## config.mk

```make
export PLATFORM = sky130hd
export DESIGN_NAME = uart_rx_bridge
export DESIGN_NICKNAME = d
export VERILOG_FILES = /design/src/rtl/uart_rx_pkg.sv /design/src/rtl/sync_fifo.sv /design/src/rtl/uart_rx_bridge.sv
export SDC_FILE = /design/constraint.sdc
export NUM_CORES = 1
export LEC_CHECK = 0
export CORE_MARGIN = 4
export CORE_UTILIZATION = 30
export DETAILED_ROUTE_END_ITERATION = 10
export GPL_TIMING_DRIVEN = 0
export PLACE_DENSITY = 0.47
export SETUP_SLACK_MARGIN = 0.02
export SYNTH_ARGS = -nofsm -noshare
export SYNTH_HDL_FRONTEND = slang
export SYNTH_SLANG_ARGS = --single-unit
export TNS_END_PERCENT = 10
```

## constraint.sdc

```tcl
create_clock -name clk_100mhz -period 2.6 [get_ports clk_100mhz]
set_clock_uncertainty 0.15 [all_clocks]
set_input_delay 0.52 -clock clk_100mhz [delete_from_list [all_inputs] [get_ports clk_100mhz]]
set_output_delay 0.52 -clock clk_100mhz [all_outputs]
set_load 0.02 [all_outputs]
```

## src/rtl/uart_rx_pkg.sv

```systemverilog
// Shared types and helpers for the UART receive bridge.
// UART_RX_PARITY_EN adds the even-parity state.
package uart_rx_pkg;

    typedef enum logic [2:0] {
        IDLE,
        START,
        DATA,
`ifdef UART_RX_PARITY_EN
        PARITY,
`endif
        STOP,
        WAIT_HIGH
    } state_t;

    function automatic int bit_cyc(input int clk_hz, input int baud);
        return clk_hz / baud;
    endfunction

endpackage

```

## src/rtl/sync_fifo.sv

```systemverilog
// Small synchronous FIFO with extra-bit pointers for full/empty.
// Head data reads as zero while empty.
module sync_fifo #(
    parameter int WIDTH = 8,
    parameter int DEPTH = 4
) (
    input  logic             clk_100mhz,
    input  logic             rst_n,
    input  logic             push,
    input  logic [WIDTH-1:0] wdata,
    output logic             full,
    input  logic             pop,
    output logic [WIDTH-1:0] rdata,
    output logic             empty
);
    localparam int AW = $clog2(DEPTH);

    logic [AW:0]      wptr_q, wptr_d;
    logic [AW:0]      rptr_q, rptr_d;
    logic [WIDTH-1:0] mem_q [DEPTH];
    logic             do_push, do_pop;

    assign empty   = wptr_q == rptr_q;
    assign full    = (wptr_q[AW] != rptr_q[AW]) &&
                     (wptr_q[AW-1:0] == rptr_q[AW-1:0]);
    assign do_pop  = pop && !empty;
    // A pop frees the head slot in the same cycle, so a full push may proceed.
    assign do_push = push && (!full || do_pop);
    assign rdata   = empty ? '0 : mem_q[rptr_q[AW-1:0]];

    always_comb begin
        wptr_d = wptr_q;
        rptr_d = rptr_q;
        if (do_push) wptr_d = wptr_q + (AW+1)'(1);
        if (do_pop)  rptr_d = rptr_q + (AW+1)'(1);
    end

    always_ff @(posedge clk_100mhz or negedge rst_n) begin
        if (!rst_n) begin
            wptr_q <= '0;
            rptr_q <= '0;
            for (int i = 0; i < DEPTH; i++) mem_q[i] <= '0;
        end else begin
            wptr_q <= wptr_d;
            rptr_q <= rptr_d;
            if (do_push) mem_q[wptr_q[AW-1:0]] <= wdata;
        end
    end

endmodule

```

## src/rtl/uart_rx_bridge.sv

```systemverilog
// 8N1 UART receiver feeding a byte FIFO with valid/ready output.
// Define UART_RX_PARITY_EN for an even-parity bit before stop.
module uart_rx_bridge
    import uart_rx_pkg::*;
#(
    parameter int CLK_HZ     = 100000000,
    parameter int BAUD       = 115200,
    parameter int FIFO_DEPTH = 4
) (
    input  logic       clk_100mhz,
    input  logic       rst_n,
    input  logic       rx,
    output logic [7:0] data,
    output logic       valid,
    input  logic       ready,
    output logic       frame_err,
    output logic       overrun,
    output logic       parity_err
);
    localparam int BIT_CYC = bit_cyc(CLK_HZ, BAUD);
    localparam int HALF    = BIT_CYC / 2;
    localparam int CW      = $clog2(BIT_CYC);
    localparam logic [CW-1:0] BIT_END  = CW'(BIT_CYC - 1);
    localparam logic [CW-1:0] HALF_END = CW'(HALF - 1);

    state_t      state_q, state_d;
    logic        sync1_q, rxs_q, rxs_prev_q;
    logic [CW-1:0] cnt_q, cnt_d;
    logic [2:0]  bit_q, bit_d;
    logic [7:0]  shift_q, shift_d;
    logic        frame_err_q, frame_err_d;
    logic        overrun_q, overrun_d;
    logic        push, pop, full, empty;
    logic        fall, tick_half, tick_bit;

    assign fall      = rxs_prev_q && !rxs_q;
    assign tick_half = cnt_q == HALF_END;
    assign tick_bit  = cnt_q == BIT_END;

    assign valid     = !empty;
    assign pop       = valid && ready;
    assign overrun_d = push && full && !pop;
    assign frame_err = frame_err_q;
    assign overrun   = overrun_q;

`ifdef UART_RX_PARITY_EN
    logic par_q, par_d;
    logic parity_err_q, parity_err_d;
    assign parity_err = parity_err_q;
`else
    assign parity_err = 1'b0;
`endif

    always_ff @(posedge clk_100mhz or negedge rst_n) begin
        if (!rst_n) begin
            sync1_q      <= 1'b1;
            rxs_q        <= 1'b1;
            rxs_prev_q   <= 1'b1;
            state_q      <= IDLE;
            cnt_q        <= '0;
            bit_q        <= '0;
            shift_q      <= '0;
            frame_err_q  <= 1'b0;
            overrun_q    <= 1'b0;
`ifdef UART_RX_PARITY_EN
            par_q        <= 1'b0;
            parity_err_q <= 1'b0;
`endif
        end else begin
            sync1_q      <= rx;
            rxs_q        <= sync1_q;
            rxs_prev_q   <= rxs_q;
            state_q      <= state_d;
            cnt_q        <= cnt_d;
            bit_q        <= bit_d;
            shift_q      <= shift_d;
            frame_err_q  <= frame_err_d;
            overrun_q    <= overrun_d;
`ifdef UART_RX_PARITY_EN
            par_q        <= par_d;
            parity_err_q <= parity_err_d;
`endif
        end
    end

    always_comb begin
        state_d = state_q;
        unique case (state_q)
            IDLE:      if (fall) state_d = START;
            START:     if (tick_half) state_d = rxs_q ? IDLE : DATA;
            DATA: begin
                if (tick_bit && bit_q == 3'd7) begin
`ifdef UART_RX_PARITY_EN
                    state_d = PARITY;
`else
                    state_d = STOP;
`endif
                end
            end
`ifdef UART_RX_PARITY_EN
            PARITY:    if (tick_bit) state_d = STOP;
`endif
            STOP:      if (tick_bit) state_d = rxs_q ? IDLE : WAIT_HIGH;
            WAIT_HIGH: if (rxs_q) state_d = IDLE;
            default:   state_d = IDLE;
        endcase
    end

    always_comb begin
        cnt_d        = cnt_q + CW'(1);
        bit_d        = bit_q;
        shift_d      = shift_q;
        push         = 1'b0;
        frame_err_d  = 1'b0;
`ifdef UART_RX_PARITY_EN
        par_d        = par_q;
        parity_err_d = 1'b0;
`endif
        unique case (state_q)
            IDLE: begin
                cnt_d = '0;
                bit_d = '0;
            end
            START: if (tick_half) cnt_d = '0;
            DATA: begin
                if (tick_bit) begin
                    cnt_d   = '0;
                    shift_d = {rxs_q, shift_q[7:1]};
                    bit_d   = bit_q + 3'd1;
                end
            end
`ifdef UART_RX_PARITY_EN
            PARITY: begin
                if (tick_bit) begin
                    cnt_d = '0;
                    par_d = rxs_q;
                end
            end
`endif
            STOP: begin
                if (tick_bit) begin
                    cnt_d       = '0;
                    frame_err_d = !rxs_q;
`ifdef UART_RX_PARITY_EN
                    parity_err_d = (^shift_q) != par_q;
                    push         = rxs_q && !parity_err_d;
`else
                    push         = rxs_q;
`endif
                end
            end
            default: cnt_d = '0;
        endcase
    end

    sync_fifo #(
        .WIDTH (8),
        .DEPTH (FIFO_DEPTH)
    ) u_fifo (
        .clk_100mhz (clk_100mhz),
        .rst_n      (rst_n),
        .push       (push),
        .wdata      (shift_q),
        .full       (full),
        .pop        (pop),
        .rdata      (data),
        .empty      (empty)
    );

endmodule

```

Word level (Yosys, flattened, before mapping)
Cells that the tools add are included.
{"block": "word_totals", "reg_bits": 67, "out_inout_bits": 12}
{"block": "classes", "addsub": 4, "magnitude_cmp": 3, "n_eq_ne": 16, "muxes": 24, "bitwise": 2, "n_reduce_logical": 20}
{"operator": "$bwmux W32", "n": 1}
{"operator": "$mux W8", "n": 4}
{"operator": "$mux W3", "n": 7}
{"operator": "$mux W10", "n": 2}
{"operator": "$pmux W10 S2", "n": 1}
{"operator": "$bmux W8 S2", "n": 1}
{"operator": "$demux W8 S2", "n": 1}
{"operator": "$pmux W3 S5", "n": 1}
{"operator": "$ne A2 B2 Y1 const B", "n": 6}
{"operator": "$add A10 B1 Y10 const B", "n": 1}
{"operator": "$eq A10 B10 Y1 const B", "n": 1}
{"operator": "$eq A10 B9 Y1 const B", "n": 1}
{"operator": "$add A3 B1 Y3 const B", "n": 3}
{"operator": "$logic_and A1 B1 Y1", "n": 9}
{"operator": "$eq A3 B2 Y1 const B", "n": 2}
{"operator": "$eq A3 B3 Y1 const B", "n": 2}
{"operator": "$ge A3 B3 Y1 const B", "n": 2}
{"operator": "$not A2 Y3", "n": 2}
{"operator": "$pmux W3 S2", "n": 1}
{"operator": "$reduce_and A5 Y1", "n": 1}
{"operator": "$logic_not A1 Y1", "n": 4}
{"operator": "$mux W1", "n": 4}
{"operator": "$reduce_and A2 Y1", "n": 2}
{"operator": "$eq A3 B1 Y1 const B", "n": 1}
{"operator": "9 further kinds", "n": 9}

Longest topological paths before layout
Gate-level depths: netlist (run 1).
{"block": "depth", "depth_word": 6, "depth_mapped": 6}

By module
A second synthesis (run 1) with hierarchy kept.
{"block": "hier_totals", "hier_cells": 243, "area_unflattened_um2": 3339.5}
{"module": "sync_fifo", "n_inst": 1, "cells_each": 119, "area_each_um2": 1945.6, "seq_area_each_um2": 950.9}
{"module": "uart_rx_bridge", "n_inst": 1, "cells_each": 124, "area_each_um2": 1393.8, "seq_area_each_um2": 729.4}

Least setup slack after synthesis (run 1)
Ideal clock, no wire load.
{"block": "synth_timing", "path_type": "flip-flop to output port", "start": "register u_fifo.rptr_q[0]", "end": "output data[0]", "arrival_ns": 1.439, "t_required_ns": 1.930, "setup_slack_ns": 0.491, "path_stages_with_launch": 6, "cell_sequence": "dfrtp_1 > buf_4 > xnor2_1 > nand3b_1 > clkbuf_1 > and2_1"}
{"block": "synth_via", "elab_chain_cells": 5, "word_cells_on_any_way": 6, "cone_classes": "1 x eq/ne; 4 x mux; 1 x bitwise"}
{"item": "start: declaration", "line": "sync_fifo.sv:19", "rtl": "logic [AW:0] rptr_q, rptr_d;"}
{"item": "start signal: assignment", "line": "sync_fifo.sv:45", "rtl": "rptr_q <= rptr_d;"}
{"item": "$not A2 Y3 (not written as such)", "line": "sync_fifo.sv:29", "rtl": "assign rdata = empty ? '0 : mem_q[rptr_q[AW-1:0]];"}
{"item": "$bmux W8 S2", "line": "sync_fifo.sv:29"}
{"item": "$mux W8 (not written as such) (2 in series)", "line": "sync_fifo.sv:29"}
{"item": "$mux W8 *", "line": "sync_fifo.sv:29"}
{"item": "end: declaration", "line": "uart_rx_bridge.sv:13", "rtl": "output logic [7:0] data,"}
Mark *: on every way between the ends. The rest lies on a longest branch, timed or not. The select of a mux whose other input is x is not followed.

Final worst setup path (run 1)
{"block": "layout_timing", "start": "register u_fifo.rptr_q[0]", "end": "output data[6]"}
Same word-level chain as after synthesis.

==> run_results.csv, run 1 <==
group,metric,value,unit
synth,synth_area_leader_cell,"dfrtp_1",
routing,drc_errors,0,
finish,final_layout_size_suffix_gt1_share,38.58,%
worst_setup_path,required,1930,ps
synth,synth_edf_count,0,
worst_setup_path,reg2reg_depth,6,
worst_setup_path,r2r_slack,270,ps
global_route,grt_max_degree,68,
worst_setup_path,critPathMaxFanout,10,
global_route,use_met3,2.402,%
routing,wl_per_cell,15.04,µm
clock_tree,post_cts_buffers,0,
routing,ant_nets,0,
global_route,grt_use_met1,14.74,%
sta,fmaxAchievable,409.7,MHz
synth,synth.distinct_cells,41,
synth,yosys-top-cells-area,"dfrtp_1 (50%), mux2_2 (15%), mux4_2 (5.6%), xnor2_1 (3.6%), ha_1 (3.5%)",
synth,synth_common_cells,"dfrtp_1 (64), mux2_2 (42), nor3_1 (13), xnor2_1 (13), nand3_1 (10)",
clock_tree,cts_tree,"built",
clock_tree,clockBufferDepth,2,
sta,worstMarginPinSlew,861.8,ps
routing,via_per_inst,4.744,
worst_setup_path,cp_data_arrival_time,1770,ps
global_route,gr-total-overflow,0,
global_route,antenna_found_initial,0,
routing,drtPass1Iterations,4,
worst_setup_path,cp-start-kind,"register",
worst_setup_path,reg2reg_to,"u_fifo.mem_q[14]",
clock_tree,htree_levels,3,
job,drv_cap,0,
placed_design,globalplace.congestion,0.7106,
floorplanning,rows,37,
synth,ys.warnings.count,0,
finish,final_core_util,35.65,%
power_and_ir_drop,leakagePower,0.001716,µW
finish,n_antenna_cell,0,
sta,final_max_slew_viol_count,0,
sta,fin_crit,2441,ps
global_route,grtUsageMet2,15.24,%
clock_tree,clk_pin_slew,80,ps
global_route,track_usage,10.47,%
floorplanning,die_area,0.01236,mm²
synth,yosysMostFrequentCell,"dfrtp_1",
floorplanning,die_h,111.2,µm
finish,area_delta_synth_final,15.75,%
synth,synth_area,0.003194,mm²
finish,nets,275,
clock_tree,numCtsBuffers,9,
global_route,grt_pass1_vias,1953,
finish,stdcell_area,0.003697,mm²
synth,synth_nets,250,
sta,hold_viol_final,0,
synth,synth.avg_cell_area,13.48,µm²
synth,netlist_instances,237,
sta,worst_slack,159.0,ps
sta,grt_setup_unrepaired,"false",
worst_setup_path,critPathKind,"reg -> out",
floorplanning,pin_count,16,
floorplanning,die_width,111.2,µm
routing,vias,1912,
global_route,top_usage_layer,"met2",
routing,drtIter0Drc,90,
clock_tree,clock_sinks,67,
worst_setup_path,endpoint_kind,"output port",
global_route,grt_first_pass_wirelength,10280,µm
synth,netlist.area_leader.share,50.14,%
finish,n_fill_cell,1051,
floorplanning,core-area,0.01037,mm²
clock_tree,holdBufCountCts,0,
sta,timing.final.crit_share,93.89,%
synth,synthFlopType,"dfrtp_1",
routing,routed_wl,6060,µm
power_and_ir_drop,finalPower,2597,µW
sta,slew_headroom,42.55,%
floorplanning,initial_core_util,30.80,%
worst_setup_path,r2r_start,"cnt_q[0]",
sta,setup_violations,0,
synth,ys_ff_latch,67,
clock_tree,insertion_delay,340,ps
placed_design,pre_cts_slack,-256.3,ps
placed_design,placed_area,0.003502,mm²
synth,yosysSeqAreaShare,52.60,%
power_and_ir_drop,powerDensity,702.5,mW/mm²
synth,synthArstFlopShare,100.0,%
sta,finalSetupTns,0,ps
status,status,"finished clean",
power_and_ir_drop,irDropWorstVdd,0.3447,mV
placed_design,dp_hpwl,3808,µm
clock_tree,clock-root-buffer,"clkbuf_8",
worst_hold_path,hold_path_class,"in -> async",
placed_design,portBuffers,14,
==> worst max-delay path, stage by stage (launching register included) <==
cell and delay (ps):
dfrtp_1 400, buf_12 170, mux4_2 500, and2_1 200
buf_2 160
==> flip-flops by register name, indices dropped and copies added (netlist names) <==
| register | flops |
|---|---|
| bit_q | 3 |
| cnt_q | 10 |
| frame_err | 1 |
| overrun | 1 |
| rxs_prev_q | 1 |
| rxs_q | 1 |
| shift_q | 8 |
| state_q | 3 |
| sync1_q | 1 |
| u_fifo.mem_q | 32 |
| u_fifo.rptr_q | 3 |
| u_fifo.wptr_q | 3 |
==> report_power, final <==
group / internal [µW] / leakage [µW] / switching, µW
clock: 439 / 0.0000950 / 412
sequential: 1120 / 0.000896 / 92.5
combinational: 255 / 0.000725 / 274
total: 1820 / 0.00172 / 779
==> per-stage QoR <==
stage	hold WS [ps]	cells
6_report	103.3	403
5_1_grt	189.9	403
4_1_cts	173.2	403
3_5_place_dp	197.0	387
3_3_place_gp	196.0	387
2_1_floorplan	74.41	237
==> layer usage <==
metal / share of wire [%] / routed length (µm)
met1: 50 / 3052
met2: 45 / 2720
met3: 2.9 / 174
met4: 1.8 / 112
met5: 0 / 0
==> cell type report <==
| cell class | count | area [µm²] | share of cell area [%] |
|---|---|---|---|
| plain buffers | 11 | 91.34 | 2.470 |
| clock buffers | 9 | 123.9 | 3.350 |
| clock inverters | 7 | 68.82 | 1.861 |
| inverters | 6 | 22.52 | 0.6091 |
| multi-input cells | 153 | 1444 | 39.05 |
| flip-flops and latches | 67 | 1680 | 45.45 |
| well taps | 136 | 170.2 | 4.602 |
| repair buffers | 14 | 96.34 | 2.606 |
==> timing repair <==
action,CTS,global route
pin swaps,0,1
gates resized for setup,28,9
setup endpoints to repair,9,8
cloned,0,0
==> cells in the final DEF (no fill, tap or decap), types with 2 or more instances in the layout <==
cell	count
and2_1	8
buf_2	5
buf_4	2
buf_6	2
clkbuf_1	2
clkbuf_2	7
clkbuf_8	10
clkdlybuf4s50_1	4
clkinv_2	3
clkinvlp_4	2
dfrtp_1	64
dfstp_2	3
ha_1	9
inv_1	6
mux2_2	42
mux4_2	8
nand2_1	6
nand3_1	10
nand4_1	6
nand4_2	2
nand4_4	2
nor2_1	8
nor3_1	13
o21ai_0	3
or3_1	2
xnor2_1	11
xnor2_2	2
xor2_1	3
==> how the worst max path moves through the flow <==
stage	start	slack [ps]	end
floorplan	u_fifo.rptr_q[0]	490	data[0]
global placement	rst_n	-1510	u_fifo.mem_q[25]
detailed placement	u_fifo.rptr_q[1]	-260	data[6]
CTS	u_fifo.rptr_q[0]	30	data[2]
global route	u_fifo.rptr_q[0]	100	data[6]
finish	u_fifo.rptr_q[0]	160	data[6]
==> kinds of logic (layout without fill, tap and decap cells) <==
kind of cell / after synthesis / after routing / synth area share [%]
and+or+nand+nor: 68 / 68 / 14.18
AOI/OAI and AO/OA: 9 / 9 / 2.076
xor gates and xnor gates: 16 / 16 / 4.387
DFF: 67 / 67 / 52.61
adders and majority gates: 9 / 9 / 3.525
other: 1 / 1 / 0.1174
buffers and inverters: 17 / 47 / 2.663
muxes: 50 / 50 / 20.45
Note: power is estimated with default switching activity, not from simulation.
==> inputs of run 2 (changes only) <==
==> constraint.sdc (replaced) <==
create_clock -name clk_100mhz -period 2.8 [get_ports clk_100mhz]
set_clock_uncertainty 0.15 [all_clocks]
set_input_delay 0.56 -clock clk_100mhz [delete_from_list [all_inputs] [get_ports clk_100mhz]]
set_output_delay 0.56 -clock clk_100mhz [all_outputs]
set_load 0.02 [all_outputs]
==> run_results.csv, run 2 (synthesis gave the netlist of run 1 again) <==
group,metric,value,unit
worst_setup_path,required,2090,ps
finish,n_antenna_cell,0,
placed_design,pre_cts_slack,-96.33,ps
worst_setup_path,reg2reg_depth,6,
placed_design,placed_area,0.003502,mm²
power_and_ir_drop,irDropWorstVdd,0.2598,mV
clock_tree,cts_tree,"built",
routing,vias,1904,
worst_setup_path,crit_end,"data[6]",
global_route,gr-total-overflow,0,
clock_tree,clk_pin_slew,80,ps
floorplanning,die_h,111.2,µm
worst_setup_path,endpoint_kind,"output port",
finish,final_layout_size_suffix_gt1_share,35.58,%
sta,grt_setup_unrepaired,"false",
worst_setup_path,slowest_stage,"dfrtp_1",
finish,largest_register_ffs,32,
worst_setup_path,critPathBufInv,3,
power_and_ir_drop,powerDensity,643.4,mW/mm²
worst_setup_path,critPathKind,"reg -> out",
sta,fin_crit,2700,ps
routing,drtIter0Drc,81,
finish,final_cell_mix,"dfrtp_1 (64), mux2_2 (42), nor3_1 (13)",
routing,ant_nets,0,
worst_setup_path,path_depth,6,
routing,via_per_inst,4.725,
status,status,"finished clean",
placed_design,portBuffers,14,
worst_setup_path,r2r_start,"cnt_q[0]",
floorplanning,die_width,111.2,µm
floorplanning,core-area,0.01037,mm²
sta,timing.final.crit_share,96.44,%
floorplanning,die_area,0.01236,mm²
sta,final_max_slew_viol_count,0,
placed_design,dp_hpwl,3808,µm
global_route,grt_first_pass_wirelength,10260,µm
finish,area_delta_synth_final,16.10,%
sta,worstMarginPinSlew,862.4,ps
clock_tree,insertion_delay,340,ps
worst_setup_path,cp_top_family,"buffers and inverters",
finish,reg_top3,"u_fifo.mem_q: 32 flops, cnt_q: 10 flops, shift_q: 8 flops",
worst_setup_path,critPathMaxFanout,10,
sta,worst_slack,99.79,ps
clock_tree,post_cts_buffers,0,
routing,wl_per_cell,15.04,µm
clock_tree,clockBufferDepth,2,
power_and_ir_drop,finalPower,2386,µW
worst_setup_path,cp-start-kind,"register",
global_route,antenna_found_initial,0,
worst_setup_path,cp_data_arrival_time,1990,ps
clock_tree,htree_levels,3,
global_route,grt_pass1_vias,1952,
job,drv_cap,0,
clock_tree,numCtsBuffers,9,
routing,drc_errors,0,
clock_tree,clock-root-buffer,"clkbuf_8",
sta,slew_headroom,42.51,%
finish,nets,275,
power_and_ir_drop,leakagePower,0.001735,µW
global_route,track_usage,10.44,%
clock_tree,clock_sinks,67,
global_route,grt_max_degree,68,
sta,setup_violations,0,
floorplanning,initial_core_util,30.80,%
worst_setup_path,path_cells,"buf_4 -> xnor2_2 -> nand3b_1 -> clkbuf_4 -> and2_1 -> dlygate4sd2_1",
routing,drtPass1Iterations,4,
finish,top_register,"u_fifo.mem_q",
placed_design,globalplace.congestion,0.7106,
finish,multi_input_area,0.001444,mm²
finish,n_fill_cell,1046,
floorplanning,pin_count,16,
worst_setup_path,reg2reg_to,"u_fifo.mem_q[14]",
clock_tree,holdBufCountCts,0,
sta,hold_slack,144.7,ps
sta,hold_viol_final,0,
worst_setup_path,cp_slowest_stage_delay,390,ps
worst_setup_path,r2r_slack,480,ps
finish,stdcell_area,0.003709,mm²
worst_hold_path,hold_path_class,"in -> async",
sta,fmaxAchievable,370.3,MHz
routing,routed_wl,6063,µm
worst_setup_path,crit_start,"u_fifo.rptr_q[1]",
floorplanning,rows,37,
finish,seq_area,0.001680,mm²
finish,mostFrequentLayoutCell,"dfrtp_1",
run 2: per-layer routing:
metal  routed length (µm)  up-vias  global-route usage, %  part of all wire, %
li1                     -      903                      -                    -
met2                 2729       16                  15.20                   45
met3                  130        9                  2.293                  2.1
met5                    0        -                      0                    0
met1                 3090      976                  14.74                   51
met4                  113        0                  4.866                  1.9
run 2: worst register-to-register path: cells and delay by family (launching register included):
| kind | cells | cell delay (ps) |
|---|---|---|
| buffers and inverters | 1 | 160 |
| multiplexers | 1 | 400 |
| flip-flops | 1 | 420 |
| adder cells (fa/ha/maj) | 1 | 240 |
| AND/OR/NAND/NOR | 3 | 840 |
run 2: repair_timing:
action | in CTS | in global routing
setup endpoints to repair | 9 | 6
resized for setup | 14 | 1
endpoints found under the hold margin | 0 | 0
run 2: how the worst min path moves through the flow:
stage | from | endpoint | slack [ps] | cells after the start
floorplan | rst_n | bit_q[0] | 110 | 0
global placement | sync1_q | rxs_q | 200 | 0
detailed placement | sync1_q | rxs_q | 200 | 0
CTS | rst_n | cnt_q[0] | 210 | 1
global route | sync1_q | rxs_q | 220 | 0
finish | rst_n | cnt_q[0] | 140 | 1
run 2: where the power goes:
| group | leakage [µW] | internal [µW] | switching, µW |
|---|---|---|---|
| Sequential | 0.000896 | 1040 | 82.2 |
| Clock | 0.0000950 | 408 | 384 |
| Combinational | 0.000744 | 212 | 256 |
run 2: layout make-up:
| type | count | area share [%] |
|---|---|---|
| plain buffers | 11 | 1.957 |
| clock buffers | 9 | 3.340 |
| clock inverters | 7 | 1.856 |
| inverters | 6 | 0.6073 |
| multi-input cells | 153 | 38.93 |
| flip-flops and latches | 67 | 45.31 |
| well taps | 136 | 4.588 |
| repair buffers | 14 | 3.408 |
run 2: metrics by stage:
step | util (%) | setup TNS [ps] | std cells
after floorplan | - | 0 | 237
after global placement | 33.80 | -88240 | 387
after detailed placement | 33.77 | -433.8 | 387
after CTS | 35.69 | 0 | 403
after global routing | 35.76 | 0 | 403
final | 35.76 | 0 | 403
==> inputs of run 3 (changes only) <==
--- a/config.mk
+++ b/config.mk
@@ -5,11 +5,14 @@
 export SDC_FILE = /design/constraint.sdc
 export NUM_CORES = 1
 export LEC_CHECK = 0
+export CELL_PAD_IN_SITES_DETAIL_PLACEMENT = 0
+export CELL_PAD_IN_SITES_GLOBAL_PLACEMENT = 1
 export CORE_MARGIN = 4
 export CORE_UTILIZATION = 30
+export CTS_CLUSTER_DIAMETER = 120
 export DETAILED_ROUTE_END_ITERATION = 10
 export GPL_TIMING_DRIVEN = 0
-export PLACE_DENSITY = 0.47
+export PLACE_DENSITY = 0.53
 export SETUP_SLACK_MARGIN = 0.02
 export SYNTH_ARGS = -nofsm -noshare
 export SYNTH_HDL_FRONTEND = slang
==> constraint.sdc (replaced) <==
create_clock -name clk_100mhz -period 2.85 [get_ports clk_100mhz]
set_clock_uncertainty 0.15 [all_clocks]
set_input_delay 0.57 -clock clk_100mhz [delete_from_list [all_inputs] [get_ports clk_100mhz]]
set_output_delay 0.57 -clock clk_100mhz [all_outputs]
set_load 0.02 [all_outputs]
==> run_results.csv, run 3 (synthesis gave the netlist of run 1 again) <==
group,metric,value,unit
worst_setup_path,cp_slowest_stage_delay,530,ps
sta,final_max_slew_viol_count,0,
sta,worst_slack,181.6,ps
routing,wl_per_cell,15.61,µm
sta,hold_viol_final,0,
global_route,track_usage,11.36,%
routing,routed_wl,6289,µm
floorplanning,pin_count,16,
finish,largest_register_ffs,32,
worst_setup_path,path_cells,"buf_6 -> mux4_2 -> and2_1 -> dlygate4sd2_1",
clock_tree,clockBufferDepth,2,
clock_tree,clk_pin_slew,80,ps
placed_design,globalplace.congestion,0.6968,
global_route,grt_pass1_vias,2053,
power_and_ir_drop,powerDensity,644.3,mW/mm²
clock_tree,cts_tree,"built",
clock_tree,clock_sinks,67,
worst_setup_path,critPathKind,"reg -> out",
finish,reg_top3,"u_fifo.mem_q: 32 flops, cnt_q: 10 flops, shift_q: 8 flops",
worst_hold_path,hold_path_class,"in -> async",
sta,fin_crit,2668,ps
routing,drtIter0Drc,84,
clock_tree,htree_levels,3,
worst_setup_path,critPathMaxFanout,10,
global_route,grt_first_pass_wirelength,10940,µm
routing,vias,1899,
status,status,"finished clean",
power_and_ir_drop,irDropWorstVdd,0.3376,mV
global_route,grt_max_degree,68,
global_route,antenna_found_initial,0,
routing,drtPass1Iterations,3,
floorplanning,rows,37,
finish,final_core_util,35.98,%
sta,setup_violations,0,
sta,grt_setup_unrepaired,"false",
placed_design,dp_hpwl,3957,µm
finish,area_delta_synth_final,16.80,%
clock_tree,numCtsBuffers,9,
clock_tree,clock-root-buffer,"clkbuf_8",
clock_tree,insertion_delay,350,ps
sta,timing.final.crit_share,93.63,%
sta,slew_headroom,41.86,%
floorplanning,die_width,111.2,µm
floorplanning,die_area,0.01236,mm²
worst_setup_path,slowest_stage,"mux4_2",
sta,worstMarginPinSlew,872.0,ps
floorplanning,core-area,0.01037,mm²
worst_setup_path,required,2130,ps
finish,top_register,"u_fifo.mem_q",
placed_design,portBuffers,14,
routing,drc_errors,0,
sta,finalSetupTns,0,ps
job,drv_cap,0,
finish,mostFrequentLayoutCell,"dfrtp_1",
global_route,gr-total-overflow,0,
finish,final_cell_mix,"dfrtp_1 (64), mux2_2 (42), nor3_1 (13)",
worst_setup_path,cp_data_arrival_time,1950,ps
finish,nets,275,
routing,via_per_inst,4.712,
power_and_ir_drop,leakagePower,0.001749,µW
floorplanning,die_h,111.2,µm
placed_design,pre_cts_slack,-20.61,ps
sta,fmaxAchievable,374.8,MHz
routing,ant_nets,0,
worst_setup_path,cp-start-kind,"register",
floorplanning,initial_core_util,30.80,%
worst_setup_path,endpoint_kind,"output port",
finish,n_antenna_cell,0,
finish,final_layout_size_suffix_gt1_share,35.58,%
-- run 3: cell type report --
class,instances,area (µm²)
Fill cell,1054,6639
Sequential cell,67,1680
Multi-Input combinational cell,153,1444
Tap cell,136,170.2
Clock buffer,11,151.4
Timing Repair Buffer,14,130.1
Buffer,11,72.57
Clock inverter,5,60.06
Inverter,6,22.52
-- run 3: critical path: cells and delay by family, from the launching register on --
kind	cells	cell delay [ps]
buf+inv	2	520
flops	1	370
mux	1	530
simple gates	1	170
-- run 3: metrics by stage --
step | instance area [µm²] | hold slack, ps | power [µW] | instances
after floorplan | 3194 | 124.4 | 1433 | 237
after CTS | 3714 | 208.5 | 2436 | 403
after global placement | 3505 | 196.1 | 1572 | 387
after global routing | 3731 | 210.7 | 2551 | 403
after detailed placement | 3502 | 199.1 | 1567 | 387
final | 3731 | 191.6 | 2404 | 403
-- run 3: power by group --
group,internal [µW],switching [µW],leakage (µW),total [µW]
registers,1030,80.0,0.000896,1110
logic,212,248,0.000747,460
clock network,455,384,0.000106,838
-- run 3: metal layers --
metal / vias up / GRT usage [%] / part of all wire, %
met4: 0 / 6.083 / 2.7
li1: 909 / - / -
met5: - / 0 / 0
met3: 14 / 2.238 / 2.1
met1: 959 / 15.76 / 51
met2: 17 / 16.65 / 44
-- run 3: path summary, 6_finish.rpt --
kind,cells past startpoint,slack (ps),from,end
setup reg to reg,6,530,cnt_q[0],u_fifo.mem_q[14]
setup / recovery,4,180,u_fifo.rptr_q[0],data[1]
min in group clk_100mhz,0,210,sync1_q,rxs_q
hold / removal,1,190,rst_n,cnt_q[0]
hold reg to reg,0,210,sync1_q,rxs_q
max in group asynchronous,1,1800,rst_n,u_fifo.mem_q[1]
-- run 3: repair_timing --
action / 4_1_cts / 5_1_grt
hold buffers: 0 / 0
gates resized for setup: 12 / 3
pin swaps: 0 / 0
buffers inserted: 0 / 0
setup endpoints to repair: 9 / 9
